$ cat src/rtl/pmc_bank_if.sv
`default_nettype none
// ============================================================================
// Module   : pmc_bank_if
// Brief    : Event, configuration, snapshot and read bus for pmc_bank.
// Revision : 1.0 - initial release
// ============================================================================
interface pmc_bank_if #(
  parameter int NUM_CNT = 4,
  parameter int CNT_W   = 32,
  parameter int NUM_EVT = 8,
  parameter int IDX_W   = (NUM_CNT > 1) ? $clog2(NUM_CNT) : 1,
  parameter int SEL_W   = (NUM_EVT > 1) ? $clog2(NUM_EVT) : 1
);
  logic [NUM_EVT-1:0] evt_in;
  logic               cfg_we;
  logic [IDX_W-1:0]   cfg_idx;
  logic [SEL_W-1:0]   cfg_evt_sel;
  logic               cfg_en;
  logic               cfg_sat;
  logic               cfg_clr;
  logic               freeze;
  logic               snap;
  logic               snap_clr;
  logic               rd_en;
  logic [IDX_W-1:0]   rd_idx;
  logic [CNT_W-1:0]   rd_data;
  logic               rd_ovf;
  logic               rd_valid;

  modport master (
    output evt_in, cfg_we, cfg_idx, cfg_evt_sel, cfg_en, cfg_sat, cfg_clr,
    output freeze, snap, snap_clr, rd_en, rd_idx,
    input  rd_data, rd_ovf, rd_valid
  );

  modport slave (
    input  evt_in, cfg_we, cfg_idx, cfg_evt_sel, cfg_en, cfg_sat, cfg_clr,
    input  freeze, snap, snap_clr, rd_en, rd_idx,
    output rd_data, rd_ovf, rd_valid
  );
endinterface
`default_nettype wire

$ cat src/rtl/pmc_bank.sv
`default_nettype none
// ============================================================================
// Module   : pmc_bank
// Brief    : Bank of configurable performance counters with snapshot shadows.
// Revision : 1.0 - initial release
// ============================================================================
module pmc_bank #(
  parameter int NUM_CNT = 4,
  parameter int CNT_W   = 32,
  parameter int NUM_EVT = 8,
  parameter int IDX_W   = (NUM_CNT > 1) ? $clog2(NUM_CNT) : 1,
  parameter int SEL_W   = (NUM_EVT > 1) ? $clog2(NUM_EVT) : 1
) (
  input  wire logic clk,
  input  wire logic reset,
  pmc_bank_if.slave bus
);
  localparam logic [CNT_W-1:0] c_cnt_max = '1;

  logic [CNT_W-1:0]   r_cnt        [NUM_CNT];
  logic [CNT_W-1:0]   r_shadow     [NUM_CNT];
  logic [SEL_W-1:0]   r_sel        [NUM_CNT];
  logic [NUM_CNT-1:0] r_ovf;
  logic [NUM_CNT-1:0] r_shadow_ovf;
  logic [NUM_CNT-1:0] r_en;
  logic [NUM_CNT-1:0] r_sat;

  logic [NUM_CNT-1:0] w_hit;
  logic [NUM_CNT-1:0] w_clr;
  logic [NUM_CNT-1:0] w_cfg_sel;
  logic               w_snap_clr;
  logic [IDX_W-1:0]   w_cfg_idx;
  logic [IDX_W-1:0]   w_rd_idx;
  logic [CNT_W-1:0]   w_rd_data;
  logic               w_rd_ovf;

  logic [CNT_W-1:0]   r_rd_data;
  logic               r_rd_ovf;
  logic               r_rd_valid;

  assign w_cfg_idx  = bus.cfg_idx;
  assign w_rd_idx   = bus.rd_idx;
  assign w_snap_clr = bus.snap & bus.snap_clr;

  genvar gi;
  generate
    for (gi = 0; gi < NUM_CNT; gi++) begin : g_ctl
      logic w_evt;

      // Out-of-range selects (non power-of-two NUM_EVT) never count.
      always_comb begin
        w_evt = 1'b0;
        for (int e = 0; e < NUM_EVT; e++) begin
          if (int'(r_sel[gi]) == e) w_evt = bus.evt_in[e];
        end
      end

      assign w_hit[gi]     = r_en[gi] & ~bus.freeze & w_evt;
      assign w_cfg_sel[gi] = bus.cfg_we & (int'(w_cfg_idx) == gi);
      assign w_clr[gi]     = w_snap_clr | (w_cfg_sel[gi] & bus.cfg_clr);
    end
  endgenerate

  always_ff @(posedge clk or posedge reset) begin
    if (reset) begin
      for (int i = 0; i < NUM_CNT; i++) begin
        r_cnt[i]    <= '0;
        r_shadow[i] <= '0;
        r_sel[i]    <= SEL_W'(i % NUM_EVT);
      end
      r_ovf        <= '0;
      r_shadow_ovf <= '0;
      r_en         <= '0;
      r_sat        <= '0;
    end else begin
      // Shadows take the pre-edge values, so a same-cycle clear or increment is excluded.
      if (bus.snap) begin
        for (int i = 0; i < NUM_CNT; i++) r_shadow[i] <= r_cnt[i];
        r_shadow_ovf <= r_ovf;
      end
      for (int i = 0; i < NUM_CNT; i++) begin
        if (w_clr[i]) begin
          r_cnt[i] <= '0;
          r_ovf[i] <= 1'b0;
        end else if (w_hit[i]) begin
          if (r_cnt[i] == c_cnt_max) begin
            r_ovf[i] <= 1'b1;
            if (!r_sat[i]) r_cnt[i] <= '0;
          end else begin
            r_cnt[i] <= r_cnt[i] + CNT_W'(1);
          end
        end
        if (w_cfg_sel[i]) begin
          r_sel[i] <= bus.cfg_evt_sel;
          r_en[i]  <= bus.cfg_en;
          r_sat[i] <= bus.cfg_sat;
        end
      end
    end
  end

  always_comb begin
    w_rd_data = '0;
    w_rd_ovf  = 1'b0;
    for (int k = 0; k < NUM_CNT; k++) begin
      if (int'(w_rd_idx) == k) begin
        w_rd_data = r_shadow[k];
        w_rd_ovf  = r_shadow_ovf[k];
      end
    end
  end

  always_ff @(posedge clk or posedge reset) begin
    if (reset) begin
      r_rd_data  <= '0;
      r_rd_ovf   <= 1'b0;
      r_rd_valid <= 1'b0;
    end else begin
      r_rd_valid <= bus.rd_en;
      if (bus.rd_en) begin
        r_rd_data <= w_rd_data;
        r_rd_ovf  <= w_rd_ovf;
      end
    end
  end

  assign bus.rd_data  = r_rd_data;
  assign bus.rd_ovf   = r_rd_ovf;
  assign bus.rd_valid = r_rd_valid;
endmodule
`default_nettype wire

$ cat src/flat_wrapper.sv
// flat-port wrapper written by rule: the top's interface ports become plain ports
module pmc_bank_flat 
#(
  parameter int NUM_CNT = 4,
  parameter int CNT_W   = 32,
  parameter int NUM_EVT = 8,
  parameter int IDX_W   = (NUM_CNT > 1) ? $clog2(NUM_CNT) : 1,
  parameter int SEL_W   = (NUM_EVT > 1) ? $clog2(NUM_EVT) : 1
)
  (clk, reset, bus_evt_in, bus_cfg_we, bus_cfg_idx, bus_cfg_evt_sel, bus_cfg_en, bus_cfg_sat, bus_cfg_clr, bus_freeze, bus_snap, bus_snap_clr, bus_rd_en, bus_rd_idx, bus_rd_data, bus_rd_ovf, bus_rd_valid);
  pmc_bank_if #(.NUM_CNT(NUM_CNT), .CNT_W(CNT_W), .NUM_EVT(NUM_EVT), .IDX_W(IDX_W), .SEL_W(SEL_W)) bus_i ();
  input  wire logic clk;
  input  wire logic reset;
  input wire logic [$bits(bus_i.evt_in)-1:0] bus_evt_in;
  input wire logic [$bits(bus_i.cfg_we)-1:0] bus_cfg_we;
  input wire logic [$bits(bus_i.cfg_idx)-1:0] bus_cfg_idx;
  input wire logic [$bits(bus_i.cfg_evt_sel)-1:0] bus_cfg_evt_sel;
  input wire logic [$bits(bus_i.cfg_en)-1:0] bus_cfg_en;
  input wire logic [$bits(bus_i.cfg_sat)-1:0] bus_cfg_sat;
  input wire logic [$bits(bus_i.cfg_clr)-1:0] bus_cfg_clr;
  input wire logic [$bits(bus_i.freeze)-1:0] bus_freeze;
  input wire logic [$bits(bus_i.snap)-1:0] bus_snap;
  input wire logic [$bits(bus_i.snap_clr)-1:0] bus_snap_clr;
  input wire logic [$bits(bus_i.rd_en)-1:0] bus_rd_en;
  input wire logic [$bits(bus_i.rd_idx)-1:0] bus_rd_idx;
  output wire logic [$bits(bus_i.rd_data)-1:0] bus_rd_data;
  output wire logic [$bits(bus_i.rd_ovf)-1:0] bus_rd_ovf;
  output wire logic [$bits(bus_i.rd_valid)-1:0] bus_rd_valid;
  assign bus_i.evt_in = bus_evt_in;
  assign bus_i.cfg_we = bus_cfg_we;
  assign bus_i.cfg_idx = bus_cfg_idx;
  assign bus_i.cfg_evt_sel = bus_cfg_evt_sel;
  assign bus_i.cfg_en = bus_cfg_en;
  assign bus_i.cfg_sat = bus_cfg_sat;
  assign bus_i.cfg_clr = bus_cfg_clr;
  assign bus_i.freeze = bus_freeze;
  assign bus_i.snap = bus_snap;
  assign bus_i.snap_clr = bus_snap_clr;
  assign bus_i.rd_en = bus_rd_en;
  assign bus_i.rd_idx = bus_rd_idx;
  assign bus_rd_data = bus_i.rd_data;
  assign bus_rd_ovf = bus_i.rd_ovf;
  assign bus_rd_valid = bus_i.rd_valid;
  pmc_bank #(.NUM_CNT(NUM_CNT), .CNT_W(CNT_W), .NUM_EVT(NUM_EVT), .IDX_W(IDX_W), .SEL_W(SEL_W)) u_core (.clk(clk), .reset(reset), .bus(bus_i));
endmodule
$ cat config.mk
export PLATFORM = sky130hd
export DESIGN_NAME = pmc_bank_flat
export DESIGN_NICKNAME = d
export VERILOG_FILES = /design/src/rtl/pmc_bank_if.sv /design/src/rtl/pmc_bank.sv /design/src/flat_wrapper.sv
export SDC_FILE = /design/constraint.sdc
export NUM_CORES = 1
export LEC_CHECK = 0
export BUFFER_PORTS_ARGS = -buffer_cell sky130_fd_sc_hd__buf_2
export CORE_ASPECT_RATIO = 1.4
export CORE_UTILIZATION = 56
export DETAILED_ROUTE_END_ITERATION = 6
export GPL_TIMING_DRIVEN = 0
export PLACE_DENSITY = 0.76
export SLEW_MARGIN = 15
export SYNTH_ARGS = -nofsm -noshare
export SYNTH_HDL_FRONTEND = slang
export SYNTH_SLANG_ARGS = --single-unit
$ cat constraint.sdc
create_clock -name clk -period 9.3 [get_ports clk]
set_clock_uncertainty 0.15 [all_clocks]
set_input_delay 0.93 -clock clk [delete_from_list [all_inputs] [get_ports clk]]
set_output_delay 0.93 -clock clk [all_outputs]
set_load 0.01 [all_outputs]
==> out/results.tsv <==
metric	value	unit
Worst EP arrival	3630	ps
reg2reg end	u_core.r_cnt[83]	
Layout area overhead	13.4	%
Clock Tree Root	clkbuf_16	
DRC	0	
ys async rst share	100	%
initial antenna violation count	0	
Least-Margin Pin Slew	1140	ps
Synth top area share	50.7	%
largest net degree at the start of global routing	37	
main flop type after synthesis	dfrtp_1	
Routed WL	40.4	mm
Final GP Congestion	0.929	
die height	199	µm
final antenna diode count	0	
Worst slew margin	23.3	%
period utilization	36.1	%
worst-skew pair later-pin latency	570	ps
largest area contributor in the netlist	dfrtp_1	
Final Critical Period	3360	ps
Synth Cell Area	0.0155	mm²
post-synthesis cell type count	64	
post-DP HPWL	30.1	mm
EDFF count, synth	0	
total of max-cap violations	0	
Avg Inst Size Synth	11.5	µm²
max-slew violation count	0	
Starting Density	57.4	%
Achievable Freq	298	MHz
maximum VDD drop	0.000126	V
Fin Hold WS	152	ps
Inserted Clock Buffers	30	
Synth Instances	1353	
Worst R2R Path Depth	8	
Seq cells post-synth	318	
vias in the first global route	11600	
Filler cells	2091	
Synth warnings	0	
flop2flop setup slack	5980	ps
vias per cell	6.42	
Worst Path Required	9570	ps
post-cts repair resize count	0	
Hold-fix buffers, CTS	0	
worst r2r src	u_core.r_cnt[65]	
Worst Setup End Kind	flip-flop	
share of layout cells above drive strength 1	25.9	%
Pwr Total	3.09	mW
CTS tree	built	
final setup TNS	0	ps
first-pass GRT wire length	63.8	mm
core footprint	0.0270	mm²
Setup violations, final	0	
worst hold path type	primary input to async pin	
GRT Overall Usage	29.6	%
worst setup path class	primary input to flip-flop	
Top-Level Pins	59	
Synth Net Count	1382	
Horiz. Die Dim	143	µm
# clock sinks	318	
number of antenna-violating nets in the routed design	0	
post-synthesis sequential area ratio	51.4	%
Die ar.	0.0283	mm²
DR WL/cell	22.0	µm
Post-CTS Setup Bufs	0	
RSZ-0062 raised after global routing	false	
Net count, final	1480	
routed vias	11800	
Hold Vio Cnt, Final	0	
global route overflow	0	
leak pwr	7.88	nW
status	finished clean	
power per cell area	176	mW/mm²
Port-buffer cells	55	
CTS Buffer Depth	3	
leading post-synthesis cells by cell area	dfrtp_1 (51%), mux2_2 (13%), mux4_2 (5.7%)	
H-tree Lvls	1	
first-pass iteration count of the detailed router	5	
CTS clk-pin slew, worst paths	60	ps
Startpoint Class	primary input	
initial drt markers	969	
crit path max fanout	10	
Finished Core Util	65.1	%
FP Rows	71	
==> cell type report <==
cell class | instances | area (µm²) | area share (%)
Sequential cell | 318 | 7960 | 45.3
Buffer | 80 | 355 | 2.02
Inverter | 26 | 101 | 0.577
Clock inverter | 8 | 173 | 0.982
Tap cell | 365 | 457 | 2.60
Multi-Input combinational cell | 929 | 7080 | 40.3
Timing Repair Buffer | 66 | 518 | 2.95
Clock buffer | 46 | 932 | 5.30
==> Yosys cell counts, drive strengths merged, types with 5 or more instances <==
cell type / n
buf: 29
clkbuf: 51
and4: 18
o31ai: 39
a31oi: 22
nand4: 41
and3: 23
and2: 15
or2: 7
dfrtp: 314
nand3: 58
a41oi: 11
mux2: 177
or3: 25
a21oi: 62
nor3: 30
nor2: 47
nor4: 11
o211ai: 7
nand2b: 5
inv: 26
a21o: 8
nor3b: 5
mux2i: 7
nand2: 105
o41ai: 6
xnor2: 12
or4: 28
mux4: 39
o21ai: 83
==> flip-flops by register name, indices dropped and copies added, names as in the netlist, 4 cells and up <==
name,count
u_core.r_en,4
u_core.r_cnt,128
u_core.bus.rd_data,32
u_core.r_ovf,4
u_core.r_sel,12
u_core.r_shadow,128
u_core.r_sat,4
u_core.r_shadow_ovf,4
==> worst max path at each step <==
| stage | start | to | slack, ps | depth (start not counted) |
|---|---|---|---|---|
| 2_1_floorplan | reset | u_core.bus.rd_data[0] | 3980 | 1 |
| 3_3_place_gp | reset | u_core.r_cnt[33] | 2210 | 2 |
| 3_5_place_dp | bus_snap | u_core.r_cnt[7] | 5460 | 9 |
| 4_1_cts | bus_snap | u_core.r_cnt[2] | 6020 | 9 |
| 5_1_grt | bus_snap | u_core.r_cnt[21] | 5780 | 9 |
| 6_report | bus_snap | u_core.r_cnt[7] | 5940 | 9 |
==> stage by stage <==
step / instances / area (µm²) / setup slack (ps)
floorplan: 1353 / 15500 / 3980
global placement: 1773 / 16200 / 2210
detailed placement: 1784 / 16500 / 5460
CTS: 1838 / 17600 / 6020
global route: 1838 / 17600 / 5780
finish: 1838 / 17600 / 5940
==> cells in the final DEF, fill, tap and decap left out, types with 28 or more instances in the layout <==
master     instances
dfrtp_1          314
mux2_2           177
nand2_1          105
o21ai_0           74
buf_2             70
a21oi_1           59
nand3_1           58
clkbuf_1          54
nor2_1            46
nand4_1           41
mux4_2            39
o31ai_1           38
clkbuf_16         31
nor3_1            30
or4_1             28
==> logic make-up after synthesis <==
| kind of cell | share of synthesized area (%) |
|---|---|
| buffers and inverters | 2.92 |
| DFF | 51.4 |
| and+or+nand+nor | 15.1 |
| muxes | 19.0 |
| AOI/OAI and AO/OA | 10.4 |
| adders and majority gates | 0.323 |
| xor gates and xnor gates | 0.905 |
==> critical path: stages <==
cell	delay, ps
clkbuf_1	380
and2_1	200
clkbuf_1	500
nand2b_1	250
a21oi_1	90
clkbuf_1	280
nor2_1	350
clkbuf_1	460
a31oi_1	160
==> power breakdown <==
| part | switching [mW] | internal (mW) |
|---|---|---|
| logic | 0.170 | 0.105 |
| clock network | 0.528 | 0.825 |
| registers | 0.0399 | 1.42 |
| total | 0.738 | 2.35 |
==> routing by layer <==
| metal | vias to the layer above | wire (µm) | track usage [%] |
|---|---|---|---|
| met1 | 5962 | 16000 | 36.6 |
| met3 | 104 | 1850 | 2.96 |
| met5 | - | 0 | 0 |
| met4 | 0 | 1540 | 12.7 |
| li1 | 5297 | - | - |
| met2 | 438 | 21000 | 52.7 |
Power figures use the tool's default switching activity.
